**src/rtl/daqpkt_pkg.sv**
```systemverilog
// +--------------------------------------------------------------------------+
// | daqpkt_pkg: shared types and helpers for daq_frame_packer.                |
// | Rev 1.0 - initial release (checksum option: DAQPKT_CHKSUM_EN)             |
// +--------------------------------------------------------------------------+
`default_nettype none

package daqpkt_pkg;

  typedef enum logic [2:0] {
    ST_IDLE  = 3'd0,
    ST_HDR0  = 3'd1,
    ST_HDR1  = 3'd2,
    ST_SEQ   = 3'd3,
    ST_NCH   = 3'd4,
    ST_LOAD  = 3'd5,
    ST_SHIFT = 3'd6,
    ST_CSUM  = 3'd7
  } state_e;

  localparam logic [7:0] DEF_SYNC0 = 8'hA5;
  localparam logic [7:0] DEF_SYNC1 = 8'h5A;

  function automatic int daqpkt_bps(input int sample_w);
    return sample_w / 8;
  endfunction

  // Header (4 bytes) + payload + optional trailing checksum byte.
  function automatic int daqpkt_frame_len(input int num_ch, input int sample_w, input bit chksum);
    return 4 + num_ch * daqpkt_bps(sample_w) + (chksum ? 1 : 0);
  endfunction

endpackage

`default_nettype wire

```
**src/rtl/daqpkt_serializer.sv**
```systemverilog
// +--------------------------------------------------------------------------+
// | daqpkt_serializer: loads one sample, shifts bytes out MSB-first.          |
// | Rev 1.0 - initial release                                                 |
// +--------------------------------------------------------------------------+
`default_nettype none

module daqpkt_serializer
  import daqpkt_pkg::*;
#(
  parameter int SAMPLE_W = 16
) (
  input  logic                clk_i,
  input  logic                reset_ni,
  input  logic                load_i,
  input  logic [SAMPLE_W-1:0] data_i,
  input  logic                adv_i,
  output logic [7:0]          byte_o,
  output logic                last_o
);

  localparam int BPS   = daqpkt_bps(SAMPLE_W);
  localparam int IDX_W = (BPS > 1) ? $clog2(BPS) : 1;

  logic [SAMPLE_W-1:0] sr_q, sr_d;
  logic [IDX_W-1:0]    idx_q, idx_d;

  always_comb begin
    sr_d  = sr_q;
    idx_d = idx_q;
    if (load_i) begin
      sr_d  = data_i;
      idx_d = '0;
    end else if (adv_i) begin
      sr_d  = sr_q << 8;
      idx_d = idx_q + IDX_W'(1);
    end
  end

  always_ff @(posedge clk_i) begin
    if (!reset_ni) begin
      sr_q  <= '0;
      idx_q <= '0;
    end else begin
      sr_q  <= sr_d;
      idx_q <= idx_d;
    end
  end

  assign byte_o = sr_q[SAMPLE_W-1 -: 8];
  assign last_o = (idx_q == IDX_W'(BPS - 1));

endmodule

`default_nettype wire

```
**src/rtl/daq_frame_packer.sv**
```systemverilog
// +--------------------------------------------------------------------------+
// | daq_frame_packer: frames NUM_CH ADC samples into a byte packet for FIFO.  |
// | Rev 1.0 - initial release (checksum option: DAQPKT_CHKSUM_EN)             |
// +--------------------------------------------------------------------------+
`default_nettype none

module daq_frame_packer
  import daqpkt_pkg::*;
#(
  parameter int         NUM_CH   = 8,
  parameter int         SAMPLE_W = 16,
  parameter logic [7:0] SYNC0    = DEF_SYNC0,
  parameter logic [7:0] SYNC1    = DEF_SYNC1
) (
  input  logic                clk_i,
  input  logic                reset_ni,
  input  logic                en_i,
  input  logic                sample_valid_i,
  input  logic [SAMPLE_W-1:0] sample_data_i,
  output logic                sample_ready_o,
  input  logic                fifo_full_i,
  output logic                fifo_wr_o,
  output logic [7:0]          fifo_data_o,
  output logic                busy_o,
  output logic [7:0]          seq_o
);

  localparam logic [7:0] NCH_BYTE = 8'(NUM_CH);
  localparam logic [7:0] LAST_CH  = 8'(NUM_CH - 1);

  state_e     state_q, state_d;
  logic [7:0] seq_q, seq_d;
  logic [7:0] cnt_q, cnt_d;
  logic       ser_load, ser_adv, ser_last;
  logic [7:0] ser_byte;
`ifdef DAQPKT_CHKSUM_EN
  logic [7:0] csum_q, csum_d;
`endif

  daqpkt_serializer #(
    .SAMPLE_W (SAMPLE_W)
  ) u_ser (
    .clk_i    (clk_i),
    .reset_ni (reset_ni),
    .load_i   (ser_load),
    .data_i   (sample_data_i),
    .adv_i    (ser_adv),
    .byte_o   (ser_byte),
    .last_o   (ser_last)
  );

  always_comb begin
    state_d        = state_q;
    seq_d          = seq_q;
    cnt_d          = cnt_q;
    fifo_wr_o      = 1'b0;
    fifo_data_o    = 8'h00;
    sample_ready_o = 1'b0;
    ser_load       = 1'b0;
    ser_adv        = 1'b0;
`ifdef DAQPKT_CHKSUM_EN
    csum_d         = csum_q;
`endif
    unique case (state_q)
      ST_IDLE: begin
        if (en_i) begin
          state_d = ST_HDR0;
`ifdef DAQPKT_CHKSUM_EN
          csum_d  = 8'h00;
`endif
        end
      end
      ST_HDR0: begin
        fifo_data_o = SYNC0;
        if (!fifo_full_i) state_d = ST_HDR1;
      end
      ST_HDR1: begin
        fifo_data_o = SYNC1;
        if (!fifo_full_i) state_d = ST_SEQ;
      end
      ST_SEQ: begin
        fifo_data_o = seq_q;
        if (!fifo_full_i) state_d = ST_NCH;
      end
      ST_NCH: begin
        fifo_data_o = NCH_BYTE;
        if (!fifo_full_i) state_d = ST_LOAD;
      end
      ST_LOAD: begin
        sample_ready_o = 1'b1;
        if (sample_valid_i) begin
          ser_load = 1'b1;
          state_d  = ST_SHIFT;
        end
      end
      ST_SHIFT: begin
        fifo_data_o = ser_byte;
        if (!fifo_full_i) begin
          ser_adv = 1'b1;
          if (ser_last) begin
            if (cnt_q == LAST_CH) begin
`ifdef DAQPKT_CHKSUM_EN
              state_d = ST_CSUM;
`else
              state_d = ST_IDLE;
              seq_d   = seq_q + 8'd1;
              cnt_d   = 8'd0;
`endif
            end else begin
              cnt_d   = cnt_q + 8'd1;
              state_d = ST_LOAD;
            end
          end
        end
      end
`ifdef DAQPKT_CHKSUM_EN
      ST_CSUM: begin
        fifo_data_o = csum_q;
        if (!fifo_full_i) begin
          state_d = ST_IDLE;
          seq_d   = seq_q + 8'd1;
          cnt_d   = 8'd0;
        end
      end
`endif
      default: state_d = ST_IDLE;
    endcase

    fifo_wr_o = !fifo_full_i &&
                (state_q inside {ST_HDR0, ST_HDR1, ST_SEQ, ST_NCH, ST_SHIFT, ST_CSUM});
`ifdef DAQPKT_CHKSUM_EN
    // Checksum covers SEQ, NCH and payload, not the sync bytes.
    if (fifo_wr_o && (state_q inside {ST_SEQ, ST_NCH, ST_SHIFT}))
      csum_d = csum_q ^ fifo_data_o;
`endif
  end

  always_ff @(posedge clk_i) begin
    if (!reset_ni) begin
      state_q <= ST_IDLE;
      seq_q   <= 8'd0;
      cnt_q   <= 8'd0;
`ifdef DAQPKT_CHKSUM_EN
      csum_q  <= 8'd0;
`endif
    end else begin
      state_q <= state_d;
      seq_q   <= seq_d;
      cnt_q   <= cnt_d;
`ifdef DAQPKT_CHKSUM_EN
      csum_q  <= csum_d;
`endif
    end
  end

  assign busy_o = (state_q != ST_IDLE);
  assign seq_o  = seq_q;

endmodule

`default_nettype wire

```
**config.mk**
```make
export PLATFORM = sky130hd
export DESIGN_NAME = daq_frame_packer
export DESIGN_NICKNAME = d
export VERILOG_FILES = /design/src/rtl/daqpkt_pkg.sv /design/src/rtl/daqpkt_serializer.sv /design/src/rtl/daq_frame_packer.sv
export SDC_FILE = /design/constraint.sdc
export NUM_CORES = 1
export LEC_CHECK = 0
export CAP_MARGIN = 20
export CORE_UTILIZATION = 50
export CTS_CLUSTER_DIAMETER = 40
export CTS_CLUSTER_SIZE = 14
export DETAILED_ROUTE_END_ITERATION = 16
export HOLD_SLACK_MARGIN = 0.02
export PLACE_DENSITY = 0.78
export SYNTH_ARGS = -nofsm -noshare
export SYNTH_HDL_FRONTEND = slang
export SYNTH_SLANG_ARGS = --single-unit
```
**constraint.sdc**
```tcl
create_clock -name clk_i -period 1.9 [get_ports clk_i]
set_input_delay 0.19 -clock clk_i [delete_from_list [all_inputs] [get_ports clk_i]]
set_output_delay 0.19 -clock clk_i [all_outputs]
set_load 0.01 [all_outputs]
```
After elaboration in Yosys (flattened, before gate mapping):

Cells that the tools add are included.
W data, S select, Z words.

* bits in registers: 36
* input port bits: 21

* reductions and logical operators: 10
* mux-type cells: 19
* equality and inequality tests: 16
* add/subtract/negate cells: 3
* bitwise gates (word level): 2

Operator list (number)
* $pmux W8 S5: 1
* $mux W16: 2
* $mux W3: 9
* $pmux W3 S7: 1
* $add A8 B1 Y8 const B: 2
* $ne A2 B2 Y1 const B: 7
* $eq A3 B3 Y1 const B: 4
* $eq A8 B3 Y1 const B: 1
* $mux W8: 1
* $reduce_and A8 Y1: 1
* $eq A3 B2 Y1 const B: 2
* $reduce_bool A6 Y1: 1
* $mux W1: 5
* $reduce_and A4 Y1: 1
* $eq A3 B1 Y1 const B: 1
* $logic_not A3 Y1: 1
* $reduce_and A3 Y1: 1
* $reduce_bool A3 Y1: 1
* $ne A2 B1 Y1 const B: 1
* $not A1 Y1: 2
* $reduce_bool A2 Y1: 1
* $reduce_or A2 Y1: 1
* $add A1 B1 Y1 const B: 1
* $logic_and A1 B1 Y1: 1
* $logic_not A1 Y1: 1

Depth between registers and ports, before layout:

* word-level depth: 5
* gate-level depth with buffers: 6
* depth with buffers taken out: 5

By module:

A second synthesis with hierarchy kept.

* cell total of the unflattened synthesis: 228
* area total of the unflattened synthesis: 2049.5 um^2

Modules (own cells, without submodules)
* daq_frame_packer: cells each 147, sequential area each 380.4 um^2, instances 1, area each 1182.4 um^2
* daqpkt_serializer: cells each 81, sequential area each 340.3 um^2, instances 1, area each 867.1 um^2

Worst setup path after synthesis:

No wires, ideal clock.

* path type: register to register
* start: reg cnt_q[0]
* end: reg seq_q[5], in the netlist seq_o[5]
* data required time: 1.830 ns
* arrival: 1.601 ns
* slack: 0.229 ns
* setup time: 0.070 ns
* stages on the path, launching flop included: 6
* cell sequence: dfxtp_1 > ha_1 > nor4b_4 > nand4_2 > or4_1 > a21oi_1

* cells in the longest elaborated chain, start to end: 2

RTL lines
* from (decl): RTL line daq_frame_packer.sv:33 `logic [7:0] cnt_q, cnt_d;`
* from (signal assigned): RTL line daq_frame_packer.sv:149 `cnt_q <= cnt_d;`
* $eq A8 B3 Y1: RTL line daq_frame_packer.sv:101 `if (cnt_q == LAST_CH) begin`
* $reduce_and A4 Y1 (no line)
* to (signal assigned): RTL line daq_frame_packer.sv:148 `seq_q <= seq_d;`
* to (decl): RTL line daq_frame_packer.sv:32 `logic [7:0] seq_q, seq_d;`

Every way passes these cells.
A chain may end at the register's enable or synchronous reset.

Worst setup path after layout:

* start: reg state_q[2]
* end: out sample_ready_o

* cells in the longest elaborated chain, start to end: 2

RTL lines
* from (decl): RTL line daq_frame_packer.sv:31 `state_e state_q, state_d;`
* from (signal assigned): RTL line daq_frame_packer.sv:147 `state_q <= state_d;`
* $eq A3 B3 Y1: RTL line daq_frame_packer.sv:64 `unique case (state_q)`
* $mux W1: RTL line daq_frame_packer.sv:64
* to (decl): RTL line daq_frame_packer.sv:20 `output logic sample_ready_o,`

Every way passes these cells.

==> flow_summary.toml <==
[setup_path]
critPathBufInv = 2
worstRegToRegCells = 6
ff2ff_setup_slack_ns = 0.14
path_depth = 3
max_stage_delay_ns = 0.54
critical_path.slowest_cell = "clkdlybuf4s50_1"
crit_family = "buffers and inverters"
startpoint = "state_q[2]"
crit_path_cell_trace = "buf_4 -> and3b_1 -> clkdlybuf4s50_1"
crit_path_end_kind = "primary output"
r2r_start = "cnt_q[1]"
start_kind = "flip-flop"
critical_path_class = "reg -> out"
cp_max_fo = 7
worstPathArrival_ns = 1.63
cp-endpoint = "sample_ready_o"
r2r-end = "seq_o[3]"
required_ns = 1.71

[sta]
timing.hold.ws_ns = 0.371
finClkSkew_ns = 0.0151
fmax_mhz = 548
worst_slack_ns = 0.0764
setup_viol = 0
rsz0062_at_grt = "no"
tightest_slew_ns = 0.381
maxSlewViolCount = 0
fin_crit_sh_pct = 96.0
slew_headroom_pct = 74.0
finalCriticalPeriod_ns = 1.82
hold_viol_final = 0

[detailed_routing]
drc = 0
wl_per_cell_um = 13.3
vias = 1822
drt_iter0_markers = 140
routed_via_density = 5.50
ant_nets = 0
drt_first_pass_iters = 4
routed_wl_mm = 4.40

[logic_synthesis]
async_reset_ff_share_pct = 0
synth_edf_count = 0
synth-xor-area-share_pct = 3.84
synth_top_family_by_area = "simple AND/OR/NAND/NOR gates"
synth_mux_area_share_pct = 1.10
avgSynthCellArea_sq_um = 7.87
yosys.cell_types.count = 43
syn_nets = 255
synth_cells = 232
synth-simple-area-share_pct = 30.1
yosys.area_share.adder_pct = 1.37
synthFlopType = "dfxtp_1"
ys_seq_area_share_pct = 39.5
synthesis.area_sq_um = 1830
synth-compound-area-share_pct = 19.2
synth.ff_latch_count = 36
ys_warn_count = 0

[min_path]
min_path_type = "in -> reg"

[floorplanning]
num_rows = 21
start_util_pct = 53.5
fp.dieH_um = 62.4
core_sq_um = 3420
die_w_um = 62.4
io_pins = 40
die_area_sq_um = 3900

[clock_network]
clock_latency_ns = 0.35
clock-sinks = 36
cts_buffers = 5
cts_tree = "built"
clkSlewWorstSetupHoldPaths_ns = 0.12
cts_hold_buf = 0
htreeDepth = 2
clockBufferDepth = 2
cts_root_buffer = "clkbuf_4"

[placed_design]
place_area_sq_um = 2350
dp_hpwl_mm = 3.15
place_ws_ns = 0.109
routabilityCongestion = 0.870
io_buffers = 39

[finish]
final-seq-area_sq_um = 733
drive_gt1_share_pct = 14.7
multiInputGateArea_sq_um = 1030
antennaDiodeCount = 0
area_growth_pct = 38.4
final_cell_area_sq_um = 2530
num-nets-final = 307
final_common_cell = "nand2_1"
fillers = 278
layout_common_cells = "nand2_1, dfxtp_1, clkdlybuf4s50_1"

[global_route]
grt_usage_pct = 24.7
grt_pass1_vias = 1660
grt_pass1_wl_mm = 7.51
antenna_found_initial = 0
grt_max_degree = 23
grt_overflow = 0

[job]
cap_viol_max_count = 0

[power]
ir_drop_mv = 0.583
power_density_nw_per_um2 = 789
p_leak_nw = 0.994

[outcome]
status = "finished clean"
-- how the worst min path moves through the flow --
stage / slack, ns / startpoint / end / depth (start not counted)
finish: 0.37 / sample_data_i[3] / u_ser.sr_q[3] / 3
global route: 0.38 / sample_data_i[5] / u_ser.sr_q[5] / 3
CTS: 0.36 / sample_data_i[3] / u_ser.sr_q[3] / 3
detailed placement: 0.45 / u_ser.sr_q[13] / u_ser.sr_q[13] / 2
global placement: 0.44 / u_ser.sr_q[12] / u_ser.sr_q[12] / 2
floorplan: 0.33 / sample_data_i[0] / u_ser.sr_q[0] / 2
-- metal layers --
layer	up-vias	GRT usage (%)	routed length, um
li1	939	-	-
met1	815	30.7	2060
met2	56	39.3	2050
met4	0	10.8	89
met3	12	7.48	202
met5	-	0	0
-- Yosys cell counts, types with 3 or more instances --
master    number  area (sq um)
dfxtp_1       36           721
or3_1          5          31.3
xor2_1         6          52.6
inv_1          7          26.3
nand4_1        4          25.0
nor3_1         5          25.0
a22oi_1        6          45.0
nand2_1       34           128
clkbuf_1      11          41.3
nor2_1        15          56.3
nor2b_1        3          18.8
nand3_1       15          75.1
o21ai_0       12          60.1
buf_2          3          15.0
nand2b_1       4          25.0
a21oi_1       28           140
-- cells by family (layout without fill, tap and decap cells) --
family                   Yosys count  in the layout
XOR/XNOR                           8              8
buffers and inverters             23             76
AND/OR/NAND/NOR                  102            102
flip-flops                        36             36
multiplexers                       2              2
adder cells (fa/ha/maj)            2              2
AO/OA/AOI/OAI                     59             59
-- per-stage QoR --
stage | instances | TNS, ns | util, % | power, W
finish | 331 | 0 | 74.0 | 0.00199
global route | 331 | 0 | 74.0 | 0.00208
CTS | 328 | -0.00340 | 72.7 | 0.00199
detailed placement | 320 | 0 | 68.7 | 0.00118
global placement | 320 | 0 | 68.7 | 0.00118
floorplan | 232 | 0 | - | 0.000988
-- final cells by class --
class	instances	share of cell area, %
multi-input combinational	173	40.9
sequential	36	29.0
timing repair buffer	59	21.4
clock inverter	3	3.56
tap	46	2.28
clock buffer	5	1.49
inverter	9	1.39
-- worst min-delay path, delay by kind of cell --
kind,cells,cell delay (ns)
buffers and inverters,1,0.39
and+or+nand+nor,1,0.05
AOI/OAI and AO/OA,1,0.05
-- state kept, by name (all words and copies together), names as in the netlist --
name,cells
u_ser.sr_q,16
cnt_q,8
state_q,3
seq_o,8
u_ser.last_o,1
-- timing repair --
| action | CTS | global route |
|---|---|---|
| pin swaps | 1 | 2 |
| gates resized for setup | 17 | 9 |
| setup endpoints to repair | 11 | 10 |
| buffers inserted | 0 | 3 |
| hold endpoints to repair | 0 | 0 |
-- power breakdown --
part,leakage [nW],switching [W],total [W],internal (W)
sequential,0.293,0.0000200,0.000794,0.000774
combinational,0.636,0.000180,0.000384,0.000204
clock,0.0654,0.000274,0.000816,0.000542
total,0.994,0.000474,0.00199,0.00152
(Power assumes the default switching activity.)
